`src/rtl/hangman_host_display_param.sv`:
```
// Host-side Hangman display engine: tracks reveals, mistakes and win/lose, drives two ASCII LCD rows.
// Optional build macro DUP_FILTER_EN: discard mistakes whose letter is already in the history.
module hangman_host_display_param #(
    parameter int WORD_LEN     = 5,
    parameter int MAX_MISTAKES = 6,
    parameter int ROW_CHARS    = 16,
    parameter int HOLD_CYCLES  = 1000
) (
    input  logic                                clk,
    input  logic                                nRst,
    input  logic                                guess_valid,
    input  logic [7:0]                          letter,
    input  logic [WORD_LEN-1:0]                 index_correct,
    input  logic                                mistake,
    input  logic [8*WORD_LEN-1:0]               word,
    input  logic                                new_game,
    output logic [8*ROW_CHARS-1:0]              top,
    output logic [8*ROW_CHARS-1:0]              bottom,
    output logic [1:0]                          game_state,
    output logic [$clog2(MAX_MISTAKES+1)-1:0]   mistake_cnt
);

    localparam int CW = $clog2(MAX_MISTAKES + 1);
    localparam int HW = (HOLD_CYCLES > 1) ? $clog2(HOLD_CYCLES) : 1;
    localparam int unsigned WPAD = (ROW_CHARS - WORD_LEN) / 2;
    localparam int unsigned MPAD = (ROW_CHARS - MAX_MISTAKES) / 2;
    localparam logic [7:0] SP = 8'h20;
    localparam logic [7:0] US = 8'h5F;
    localparam logic [CW-1:0] MAXC = CW'(MAX_MISTAKES);
    localparam logic [HW-1:0] HOLD_LOAD = HW'(HOLD_CYCLES - 1);

    typedef enum logic [1:0] {
        PLAY = 2'b00,
        WIN  = 2'b01,
        LOSE = 2'b10
    } state_t;

    function automatic logic [8*ROW_CHARS-1:0] put(input logic [8*ROW_CHARS-1:0] row,
                                                   input int unsigned pos,
                                                   input logic [7:0] ch);
        row[8*(ROW_CHARS-1-pos) +: 8] = ch;
        return row;
    endfunction

    // Slot b of the word (bit b of index_correct) sits at column WPAD + WORD_LEN-1-b.
    function automatic logic [8*ROW_CHARS-1:0] play_top(input logic [WORD_LEN-1:0] rev,
                                                        input logic [8*WORD_LEN-1:0] slots);
        logic [8*ROW_CHARS-1:0] r;
        r = {ROW_CHARS{SP}};
        for (int unsigned b = 0; b < WORD_LEN; b++)
            r = put(r, WPAD + WORD_LEN - 1 - b, rev[b] ? slots[8*b +: 8] : US);
        return r;
    endfunction

    function automatic logic [8*ROW_CHARS-1:0] play_bottom(input logic [8*MAX_MISTAKES-1:0] hist);
        logic [8*ROW_CHARS-1:0] r;
        r = {ROW_CHARS{SP}};
        for (int unsigned h = 0; h < MAX_MISTAKES; h++)
            r = put(r, MPAD + h, hist[8*h +: 8]);
        return r;
    endfunction

    function automatic logic [8*ROW_CHARS-1:0] word_row(input logic [8*WORD_LEN-1:0] w);
        logic [8*ROW_CHARS-1:0] r;
        r = {ROW_CHARS{SP}};
        for (int unsigned b = 0; b < WORD_LEN; b++)
            r = put(r, WPAD + WORD_LEN - 1 - b, w[8*b +: 8]);
        return r;
    endfunction

    function automatic logic [8*ROW_CHARS-1:0] msg_row(input logic [31:0] txt,
                                                       input int unsigned len);
        logic [8*ROW_CHARS-1:0] r;
        r = {ROW_CHARS{SP}};
        for (int unsigned i = 0; i < len; i++)
            r = put(r, (ROW_CHARS - len) / 2 + i, txt[8*(len-1-i) +: 8]);
        return r;
    endfunction

    localparam logic [8*ROW_CHARS-1:0] EMPTY_TOP    = play_top('0, '0);
    localparam logic [8*MAX_MISTAKES-1:0] HIST_CLR  = {MAX_MISTAKES{US}};
    localparam logic [8*ROW_CHARS-1:0] EMPTY_BOTTOM = play_bottom(HIST_CLR);

    state_t                    state_q, state_d;
    logic [WORD_LEN-1:0]       rev_q, rev_d;
    logic [8*WORD_LEN-1:0]     slots_q, slots_d;
    logic [8*MAX_MISTAKES-1:0] hist_q, hist_d;
    logic [CW-1:0]             cnt_q, cnt_d;
    logic [HW-1:0]             hold_q, hold_d;
    logic                      dup_hit;
    logic [8*ROW_CHARS-1:0]    top_d, bottom_d;

`ifdef DUP_FILTER_EN
    // Only filled history slots count; empty ones still hold '_'.
    always_comb begin
        dup_hit = 1'b0;
        for (int unsigned j = 0; j < MAX_MISTAKES; j++)
            if (j < 32'(cnt_q) && hist_q[8*j +: 8] == letter)
                dup_hit = 1'b1;
    end
`else
    assign dup_hit = 1'b0;
`endif

    always_ff @(posedge clk or negedge nRst) begin
        if (!nRst) begin
            state_q <= PLAY;
            rev_q   <= '0;
            slots_q <= '0;
            hist_q  <= HIST_CLR;
            cnt_q   <= '0;
            hold_q  <= '0;
        end else begin
            state_q <= state_d;
            rev_q   <= rev_d;
            slots_q <= slots_d;
            hist_q  <= hist_d;
            cnt_q   <= cnt_d;
            hold_q  <= hold_d;
        end
    end

    always_comb begin
        state_d = state_q;
        rev_d   = rev_q;
        slots_d = slots_q;
        hist_d  = hist_q;
        cnt_d   = cnt_q;
        hold_d  = hold_q;
        if (new_game) begin
            state_d = PLAY;
            rev_d   = '0;
            hist_d  = HIST_CLR;
            cnt_d   = '0;
            hold_d  = '0;
        end else begin
            case (state_q)
                PLAY: begin
                    if (guess_valid && mistake) begin
                        if (!dup_hit && cnt_q < MAXC) begin
                            for (int unsigned j = 0; j < MAX_MISTAKES; j++)
                                if (j == 32'(cnt_q))
                                    hist_d[8*j +: 8] = letter;
                            cnt_d = cnt_q + CW'(1);
                            if (cnt_d == MAXC) begin
                                state_d = LOSE;
                                hold_d  = HOLD_LOAD;
                            end
                        end
                    end else if (guess_valid) begin
                        for (int unsigned b = 0; b < WORD_LEN; b++)
                            if (index_correct[b] && !rev_q[b])
                                slots_d[8*b +: 8] = letter;
                        rev_d = rev_q | index_correct;
                        if (&rev_d) begin
                            state_d = WIN;
                            hold_d  = HOLD_LOAD;
                        end
                    end
                end
                WIN, LOSE: begin
                    if (hold_q == '0) begin
                        state_d = PLAY;
                        rev_d   = '0;
                        hist_d  = HIST_CLR;
                        cnt_d   = '0;
                    end else begin
                        hold_d = hold_q - HW'(1);
                    end
                end
                default: state_d = PLAY;
            endcase
        end
    end

    // Display rows are rendered from the committed state, giving one cycle of output latency.
    always_comb begin
        top_d    = play_top(rev_q, slots_q);
        bottom_d = play_bottom(hist_q);
        case (state_q)
            WIN: begin
                top_d    = msg_row(32'h0057696E, 3);
                bottom_d = word_row(word);
            end
            LOSE: begin
                top_d    = msg_row(32'h4C6F7365, 4);
                bottom_d = word_row(word);
            end
            default: ;
        endcase
    end

    always_ff @(posedge clk or negedge nRst) begin
        if (!nRst) begin
            top         <= EMPTY_TOP;
            bottom      <= EMPTY_BOTTOM;
            game_state  <= PLAY;
            mistake_cnt <= '0;
        end else begin
            top         <= top_d;
            bottom      <= bottom_d;
            game_state  <= state_q;
            mistake_cnt <= cnt_q;
        end
    end

endmodule

```
`config.mk`:
```
export PLATFORM = sky130hd
export DESIGN_NAME = hangman_host_display_param
export DESIGN_NICKNAME = d
export VERILOG_FILES = /design/src/rtl/hangman_host_display_param.sv
export SDC_FILE = /design/constraint.sdc
export NUM_CORES = 1
export LEC_CHECK = 0
export CELL_PAD_IN_SITES_DETAIL_PLACEMENT = 0
export CELL_PAD_IN_SITES_GLOBAL_PLACEMENT = 1
export CORE_AREA = 5 5 139 141
export CTS_CLUSTER_SIZE = 24
export DETAILED_ROUTE_END_ITERATION = 10
export DIE_AREA = 0 0 144 146
export DONT_BUFFER_PORTS = 1
export PLACE_DENSITY_LB_ADDON = 0.1
export SYNTH_ARGS = -nofsm -noshare
export SYNTH_HDL_FRONTEND = slang
export SYNTH_SLANG_ARGS = --single-unit
```
`constraint.sdc`:
```
create_clock -name clk -period 5.3 [get_ports clk]
set_input_delay 0.53 -clock clk [delete_from_list [all_inputs] [get_ports clk]]
set_output_delay 0.53 -clock clk [all_outputs]
set_load 0.1 [all_outputs]
```
# After elaboration in Yosys (flattened, before gate mapping)
# Cells that the tools add are included.
[totals]
ram_bits = 0
word_cells = 125
in_bits = 58
regBits = 367
memories = 0
output_inout_bits = 261
latch_bits = 0
mem_bits_ro = 0
[classes]
n_bitwise = 3
n_mux = 44
div = 0
reduce_logical = 32
eq_ne = 24
order_cmp = 1
multipliers = 0
n_addsub = 2
shift = 0
[ops]
columns = ["cell", "count"]
rows = [
  ["48-bit two-way mux", 4],
  ["88-bit one-hot mux with 2 select lines", 1],
  ["48-bit one-hot mux with 2 select lines", 1],
  ["8-bit two-way mux", 11],
  ["88-bit two-way mux", 1],
  ["10-bit two-way mux", 7],
  ["5-bit AND reduction", 13],
  ["3-bit inequality test (second input constant)", 11],
  ["5-bit two-way mux", 4],
  ["10-bit one-hot mux with 2 select lines", 1],
  ["4-bit inequality test (second input constant)", 4],
  ["2-bit two-way mux", 7],
  ["3-bit two-way mux", 4],
  ["10-bit zero test", 1],
  ["5-bit one-hot mux with 2 select lines", 1],
  ["10-bit by 1-bit subtractor with 10-bit output (second input constant)", 1],
  ["4-bit AND reduction", 2],
  ["2-bit by 3-bit == test with 1-bit output (first input constant)", 2],
  ["3-bit == test (first input constant)", 2],
  ["1-bit logical AND", 6],
  ["3-bit one-hot mux with 2 select lines", 1],
  ["6-bit AND reduction", 1],
  ["1-bit zero test", 5],
  ["5-bit bitwise OR", 1],
  ["13 further kinds", 14],
]

# Depth between registers and ports, before layout
# Gate-level depths: netlist of the first run.
[depth]
ltp_word = 7
ltp_mapped = 9
mapped_depth_nobuf = 7

# Least setup slack after synthesis of the first run
# Ideal clock, no wire load.
[synth_timing]
path_kind = "flip-flop to flip-flop"
startpoint = "register state_q[0]"
endpoint = "register hist_q[13]"
setup_ns = 0.125
required_ns = 5.175
synth_period_minus_slack_ns = 2.341
path_stages_with_launch = 8
path_buffers = 1
t_arrival_ns = 2.216
slack_ns = 2.959
path_cell_list = "dfrtp_1 > inv_1 > ha_1 > clkinv_1 > or4_1 > buf_6 > a21oi_4 > mux2_2"
[synth_via]
elab_chain_cells = 4
elab_cells_between_ends = 12
cone_classes = "eq/ne (6); mux (2); reduce/logical (4)"
[synth_rtl]
columns = ["item", "line", "text"]
rows = [
  ["start, declared", "84", "state_t state_q, state_d;"],
  ["start signal, assigned", "114", "state_q <= state_d;"],
  ["2-bit by 1-bit == test with 1-bit output / 2-bit == test (equally long branches)", "--", ""],
  ["2-bit OR reduction (no source line)", "--", ""],
  ["3-bit by 1-bit inequality test with 1-bit output (no source line), or another cell as far along", "--", ""],
  ["5-bit AND reduction (no source line) / 48-bit two-way mux (equally long branches)", "--", ""],
  ["end signal, assigned", "117", "hist_q <= hist_d;"],
  ["end, declared", "87", "logic [8*MAX_MISTAKES-1:0] hist_q, hist_d;"],
]
# Several ways; a longest one is shown, not always the timed one.
# A chain may end at the register's enable or synchronous reset.

# Final worst setup path of the first run
[layout_timing]
startpoint = "register state_q[0]"
endpoint = "register hist_q[37]"
# Same word-level chain as after synthesis.

==> flow_metrics.env, run 1 <==
export IMPL_status="completed"
export IMPL_core_mm2=0.0178
export IMPL_numClockSinks=201
export IMPL_drt_iter0_drc=253
export IMPL_grt_pass1_wl_um=29900
export IMPL_grt_max_degree=202
export IMPL_path_buf_inv=2
export IMPL_htreeDepth=1
export IMPL_worst_hold_path_type="in2async"
export IMPL_finalNetCount=849
export IMPL_vias=5085
export IMPL_wl_met2_um=9470
export IMPL_skew_ns=0.0101
export IMPL_tns_ns=0
export IMPL_critical_path_arrival_ns=3.50
export IMPL_met3_wirelength_um=1740
export IMPL_top_layer="met4"
export IMPL_worst_path_max_fanout=18
export IMPL_async_reset_ff_share_pct=100
export IMPL_place_gp_congestion=0.777
export IMPL_worst_slack_ns=2.16
export IMPL_yosysWarnings=0
export IMPL_syn_inst=781
export IMPL_cts_root_buf="clkbuf_16"
export IMPL_max_freq_ghz=0.319
export IMPL_clk_latency_ns=0.48
export IMPL_avgSynthCellArea_um2=12.0
export IMPL_post_place_ws_ns=2.12
export IMPL_path_class="reg2reg"
export IMPL_final_hold_violation_count=0
export IMPL_finalSetupViolCount=0
export IMPL_slew_violations=0
export IMPL_clockBufferDepth=3
export IMPL_syn_cell_area_mm2=0.00935
export IMPL_ys_seq_area_share_pct=55.2
export IMPL_grt_total_usage_pct=17.6
export IMPL_die_width_um=144
export IMPL_io_buffers=0
export IMPL_cts_tree="yes"
export IMPL_first_global_vias=5271
export IMPL_yosys_most_used_dff="dfstp_2"
export IMPL_antenna_cells=0
export IMPL_critPathMaxStageDelay_ns=1.01
export IMPL_stdcell_count=1024
export IMPL_finalWirelength_um=19200
export IMPL_ant_nets=0
export IMPL_max_slew_margin_pct=28.4
export IMPL_area_growth_pct=2.56
export IMPL_drc=0
export IMPL_fin_crit_ns=3.14
export IMPL_path_clk_slew_ns=0.07
export IMPL_rows=49
export IMPL_crit_required_ns=5.66
export IMPL_path_cells="inv_1, ha_4, clkinv_1, or4_1, a21oi_4, mux2_2"
export IMPL_firstDrtPassIters=4
export IMPL_startpoint_type="register"
export IMPL_seqCellArea_mm2=0.00516
export IMPL_die_y_um=146
export IMPL_dieArea_mm2=0.0210
export IMPL_antenna_found_initial=0
export IMPL_multi_input_area_mm2=0.00334
export IMPL_postCtsSetupBuffers=0
export IMPL_ys_seq_elements=201
export IMPL_synth_area_leaders="dfstp_2 (29%), dfrtp_1 (26%), buf_4 (13%), mux2_2 (11%), a21oi_1 (3.4%)"
export IMPL_wl_met1_um=7750
export IMPL_post_place_cells=985
export IMPL_post_drt_wl_per_cell_um=18.8
export IMPL_synth_top_cell_area_share_pct=28.7
export IMPL_synth_edf_count=0
export IMPL_hpwl_um=13800
export IMPL_cp_top_family="simple AND/OR/NAND/NOR gates"
export IMPL_grt_overflow=0
export IMPL_cap_violations=0
export IMPL_yosys_area_top_type="dfstp_2"
export IMPL_synth_cell_types=49
export IMPL_io_pins=319
export IMPL_num_fill_cells=1500
export IMPL_drive_gt1_share_pct=31.2
export IMPL_cpMaxStageDelayCell="or4_1"
export IMPL_cts_inserted_buffers=21
export IMPL_tightestPinTransition_ns=1.07
export IMPL_vias_per_cell=4.97
export IMPL_endpoint_kind="register"
export IMPL_start_util_pct=52.4
export IMPL_rsz0062_at_grt="false"
export IMPL_period_share_pct=59.2
[repair_timing]
item,4_1_cts,5_1_grt
hold buffers,1,0
resized for setup,0,0
hold endpoints to repair,201,0
setup endpoints to repair,0,0
[area by class of cell]
class | count | area share [%]
well taps | 229 | 2.99
repair buffers | 2 | 0.365
inverters | 23 | 0.900
flip-flops and latches | 201 | 53.8
multi-input cells | 531 | 34.8
clock buffers | 33 | 6.58
clock inverters | 5 | 0.574
[stage by stage]
step	utilization [%]	hold slack, ns	cell area [um2]
5_1_grt	53.7	0.0858	9590
4_1_cts	53.7	0.0905	9590
2_1_floorplan	-	0.234	9970
3_5_place_dp	49.8	0.241	8880
3_3_place_gp	49.8	0.240	8880
6_report	53.7	0.0259	9590
[registers in the layout, indices dropped and copies added (netlist names)]
name / count
slots_q: 40
game_state: 2
bottom: 48
rev_q: 5
state_q: 2
hist_q: 48
hold_q: 10
top: 40
cnt_q: 3
mistake_cnt: 3
[worst register-to-register path: stages (launching register included)]
cell      delay, ns
dfrtp_1        0.39
inv_1          0.11
ha_4           0.27
clkinv_1       0.40
or4_1          1.01
a21oi_4        0.45
mux2_2         0.39
[cells in the mapped netlist (3+ instances only)]
master	number
and3_1	4
buf_1	3
mux2_2	94
o21a_1	13
a21oi_1	63
nand3_1	5
nor3_1	3
ha_1	11
nor2b_1	10
buf_6	7
a21oi_4	6
nand2b_1	10
nand3b_1	6
a221oi_1	3
dfstp_2	102
or2_2	5
nor2_1	57
inv_1	22
o21ai_0	9
a2bb2oi_1	6
dfrtp_1	99
nand2_1	19
or4_1	3
and2_1	7
nor4_1	3
clkbuf_1	14
buf_4	168
[cells in the final DEF (no fill, tap or decap), types with 9 or more instances in the layout]
| master | instances |
|---|---|
| o21ai_0 | 9 |
| inv_1 | 22 |
| dfstp_2 | 102 |
| a21oi_1 | 63 |
| clkbuf_16 | 21 |
| mux2_2 | 94 |
| nand2_1 | 19 |
| nor2b_1 | 10 |
| conb_1 | 168 |
| dfrtp_1 | 99 |
| nor2_1 | 57 |
| nand2b_1 | 10 |
| o21a_1 | 13 |
| ha_1 | 10 |
[worst paths after layout]
check	from	to	slack (ns)	cells after the start
hold / removal	nRst	slots_q[2]$_DFFE_PN0P_	0.03	1
hold reg to reg	state_q[0]$_DFFE_PN0P_	game_state[0]$_DFF_PN0_	0.44	0
min in group clk	new_game	hold_q[8]$_DFFE_PN0P_	0.11	1
setup reg to reg	state_q[0]$_DFFE_PN0P_	hist_q[37]$_DFFE_PN0P_	2.16	6
setup / recovery	state_q[0]$_DFFE_PN0P_	hist_q[37]$_DFFE_PN0P_	2.16	6
max in group asynchronous	nRst	bottom[55]$_DFF_PN0_	4.39	1
[routing by layer]
metal	global-route usage, %	vias to the layer above
li1	-	2303
met5	0	-
met1	24.0	2526
met3	3.55	22
met2	29.2	234
met4	3.63	0
[cell families (layout without fill, tap and decap cells)]
kind of cell               Yosys count  count (layout)  synth area share [%]
DFF                                201             201                  55.2
other                                2             168                0.0803
adders and majority gates           11              11                  1.47
and+or+nand+nor                    139             139                  7.52
buffers and inverters              215              63                  15.9
AOI/OAI and AO/OA                  118             118                  8.40
muxes                               95              95                  11.4
Power of run 1 is left out: the tool's default activity adds up to more than one toggle a clock period on the data nets, which glitch-free logic cannot reach.
==> inputs of run 2 (changes only) <==
--- a/config.mk
+++ b/config.mk
@@ -7,10 +7,10 @@
 export LEC_CHECK = 0
 export CELL_PAD_IN_SITES_DETAIL_PLACEMENT = 0
 export CELL_PAD_IN_SITES_GLOBAL_PLACEMENT = 1
-export CORE_AREA = 5 5 139 141
+export CORE_AREA = 5 5 145 147
 export CTS_CLUSTER_SIZE = 24
 export DETAILED_ROUTE_END_ITERATION = 10
-export DIE_AREA = 0 0 144 146
+export DIE_AREA = 0 0 150 152
 export DONT_BUFFER_PORTS = 1
 export PLACE_DENSITY_LB_ADDON = 0.1
 export SYNTH_ARGS = -nofsm -noshare
==> constraint.sdc (replaced) <==
create_clock -name clk -period 2.9 [get_ports clk]
set_input_delay 0.29 -clock clk [delete_from_list [all_inputs] [get_ports clk]]
set_output_delay 0.29 -clock clk [all_outputs]
set_load 0.1 [all_outputs]
==> flow_metrics.env, run 2 (synthesis results as in run 1) <==
export IMPL_die_y_um=152
export IMPL_rows=52
export IMPL_final_hold_violation_count=201
export IMPL_top_layer="met4"
export IMPL_clk_latency_ns=0.49
export IMPL_cpMaxStageDelayCell="or4_1"
export IMPL_first_global_vias=5424
export IMPL_finalWirelength_um=19900
export IMPL_worst_hold_path_type="in2async"
export IMPL_failed_checks="negative hold slack"
export IMPL_wl_met2_um=10200
export IMPL_reg_top3="bottom (48), hist_q (48)"
export IMPL_grt_max_degree=202
export IMPL_ctsResizeCount=0
export IMPL_crit_required_ns=3.26
export IMPL_drc=0
export IMPL_firstDrtPassIters=4
export IMPL_vias=5318
export IMPL_antenna_found_initial=0
export IMPL_io_pins=319
export IMPL_place_gp_congestion=0.765
export IMPL_rsz0062_at_grt="false"
export IMPL_die_width_um=150
export IMPL_dieArea_mm2=0.0228
export IMPL_period_share_pct=92.9
export IMPL_tightestPinTransition_ns=0.962
export IMPL_vias_per_cell=4.72
export IMPL_tns_ns=0
export IMPL_wl_met1_um=8080
export IMPL_critical_path_arrival_ns=3.06
export IMPL_startpoint_type="register"
export IMPL_htreeDepth=1
export IMPL_core_mm2=0.0198
export IMPL_met3_wirelength_um=1330
export IMPL_grt_overflow=0
export IMPL_whs_ns=-0.491
export IMPL_drt_iter0_drc=224
export IMPL_finalSetupViolCount=0
export IMPL_max_slew_margin_pct=35.9
export IMPL_path_clk_slew_ns=0.06
export IMPL_cts_tree="yes"
export IMPL_hpwl_um=13600
export IMPL_max_freq_ghz=0.371
export IMPL_postCtsSetupBuffers=0
export IMPL_worst_path_max_fanout=9
export IMPL_ctsHoldBuffers=49
export IMPL_fin_crit_ns=2.69
export IMPL_ant_nets=0
export IMPL_final_cell_mix="conb_1 (168), dfstp_2 (102), dfrtp_1 (99), mux2_2 (94), a21oi_1 (63)"
export IMPL_status="finished, violations left"
export IMPL_post_drt_wl_per_cell_um=17.7
export IMPL_grt_pass1_wl_um=30600
export IMPL_post_place_ws_ns=0.253
export IMPL_io_buffers=0
export IMPL_start_util_pct=47.3
export IMPL_grt_total_usage_pct=16.8
export IMPL_slew_violations=0
export IMPL_r2r_setup_slack_ns=0.21
export IMPL_endpoint_kind="register"
export IMPL_area_growth_pct=9.33
export IMPL_worst_slack_ns=0.206
export IMPL_skew_ns=0.0117
export IMPL_path_class="reg2reg"
export IMPL_numClockSinks=201
export IMPL_clockBufferDepth=3
export IMPL_drive_gt1_share_pct=30.0
export IMPL_final_common_cell="conb_1"
export IMPL_cap_violations=0
export IMPL_ff2ff_path_depth=6
export IMPL_cts_inserted_buffers=22
export IMPL_critPathMaxStageDelay_ns=0.76
export IMPL_antenna_cells=0
export IMPL_finalNetCount=909
export IMPL_cts_root_buf="clkbuf_16"
export IMPL_path_cells="inv_1, ha_1, or4b_1, or4_1, a21oi_4, mux2_2"
## run 2: changes by cell type in the layout (fill, tap and decap cells not counted), sizes merged
cell and delta:
buf +10, bufinv -1, clkbuf +6, clkinv -1
dlygate4sd3 +49, inv -2
## run 2: worst max-delay path, delay by kind of cell, from the launching register on
family,cells,cell delay [ns]
flops,1,0.42
buf+inv,1,0.13
mux,1,0.36
fa+ha+maj,1,0.15
compound gates,1,0.29
simple gates,2,1.22
## run 2: stage by stage
step / cell area (um2) / std cells / utilization, % / hold WS [ns]
floorplan: 9970 / 947 / - / -0.00559
detailed placement: 9010 / 1037 / 45.6 / 0.00553
finish: 10200 / 1126 / 51.7 / -0.491
global route: 10200 / 1126 / 51.7 / -0.522
CTS: 10200 / 1126 / 51.7 / -0.517
global placement: 9010 / 1037 / 45.6 / 0.00580
## run 2: layout make-up
type,count,area (um2)
well taps,270,338
flip-flops and latches,201,5160
multi-input cells,531,3340
clock buffers,39,717
fillers,1740,9560
inverters,23,86.3
repair buffers,61,581
clock inverters,1,5.00
## run 2: final timing paths
| path | from | end |
|---|---|---|
| worst max-delay path | hold_q[1]$_DFFE_PN0P_ | hist_q[5]$_DFFE_PN0P_ |
| worst min-delay path | nRst | slots_q[5]$_DFFE_PN0P_ |
| worst max register to register | hold_q[1]$_DFFE_PN0P_ | hist_q[5]$_DFFE_PN0P_ |
| worst min register to register | hist_q[45]$_DFFE_PN0P_ | bottom[45]$_DFF_PN0_ |
| max in group asynchronous | nRst | hist_q[17]$_DFFE_PN1P_ |
| min in group clk | new_game | hold_q[0]$_DFFE_PN0P_ |
## run 2: per-layer routing
| layer | global-route usage (%) | vias up |
|---|---|---|
| li1 | - | 2410 |
| met1 | 21.8 | 2673 |
| met2 | 29.2 | 209 |
| met3 | 2.89 | 26 |
| met4 | 3.97 | 0 |
| met5 | 0 | - |
Power of run 2 is left out for the same reason.
==> inputs of run 3 (changes only) <==
--- a/config.mk
+++ b/config.mk
@@ -5,6 +5,7 @@
 export SDC_FILE = /design/constraint.sdc
 export NUM_CORES = 1
 export LEC_CHECK = 0
+export CAP_MARGIN = 25
 export CELL_PAD_IN_SITES_DETAIL_PLACEMENT = 0
 export CELL_PAD_IN_SITES_GLOBAL_PLACEMENT = 1
 export CORE_AREA = 5 5 145 147
@@ -13,6 +14,7 @@
 export DIE_AREA = 0 0 150 152
 export DONT_BUFFER_PORTS = 1
 export PLACE_DENSITY_LB_ADDON = 0.1
+export RECOVER_POWER = 25
 export SYNTH_ARGS = -nofsm -noshare
 export SYNTH_HDL_FRONTEND = slang
 export SYNTH_SLANG_ARGS = --single-unit
==> results of run 3 <==
The final DEF is identical to that of run 2; final timing and power are the same.
Power of run 3 is left out for the same reason.
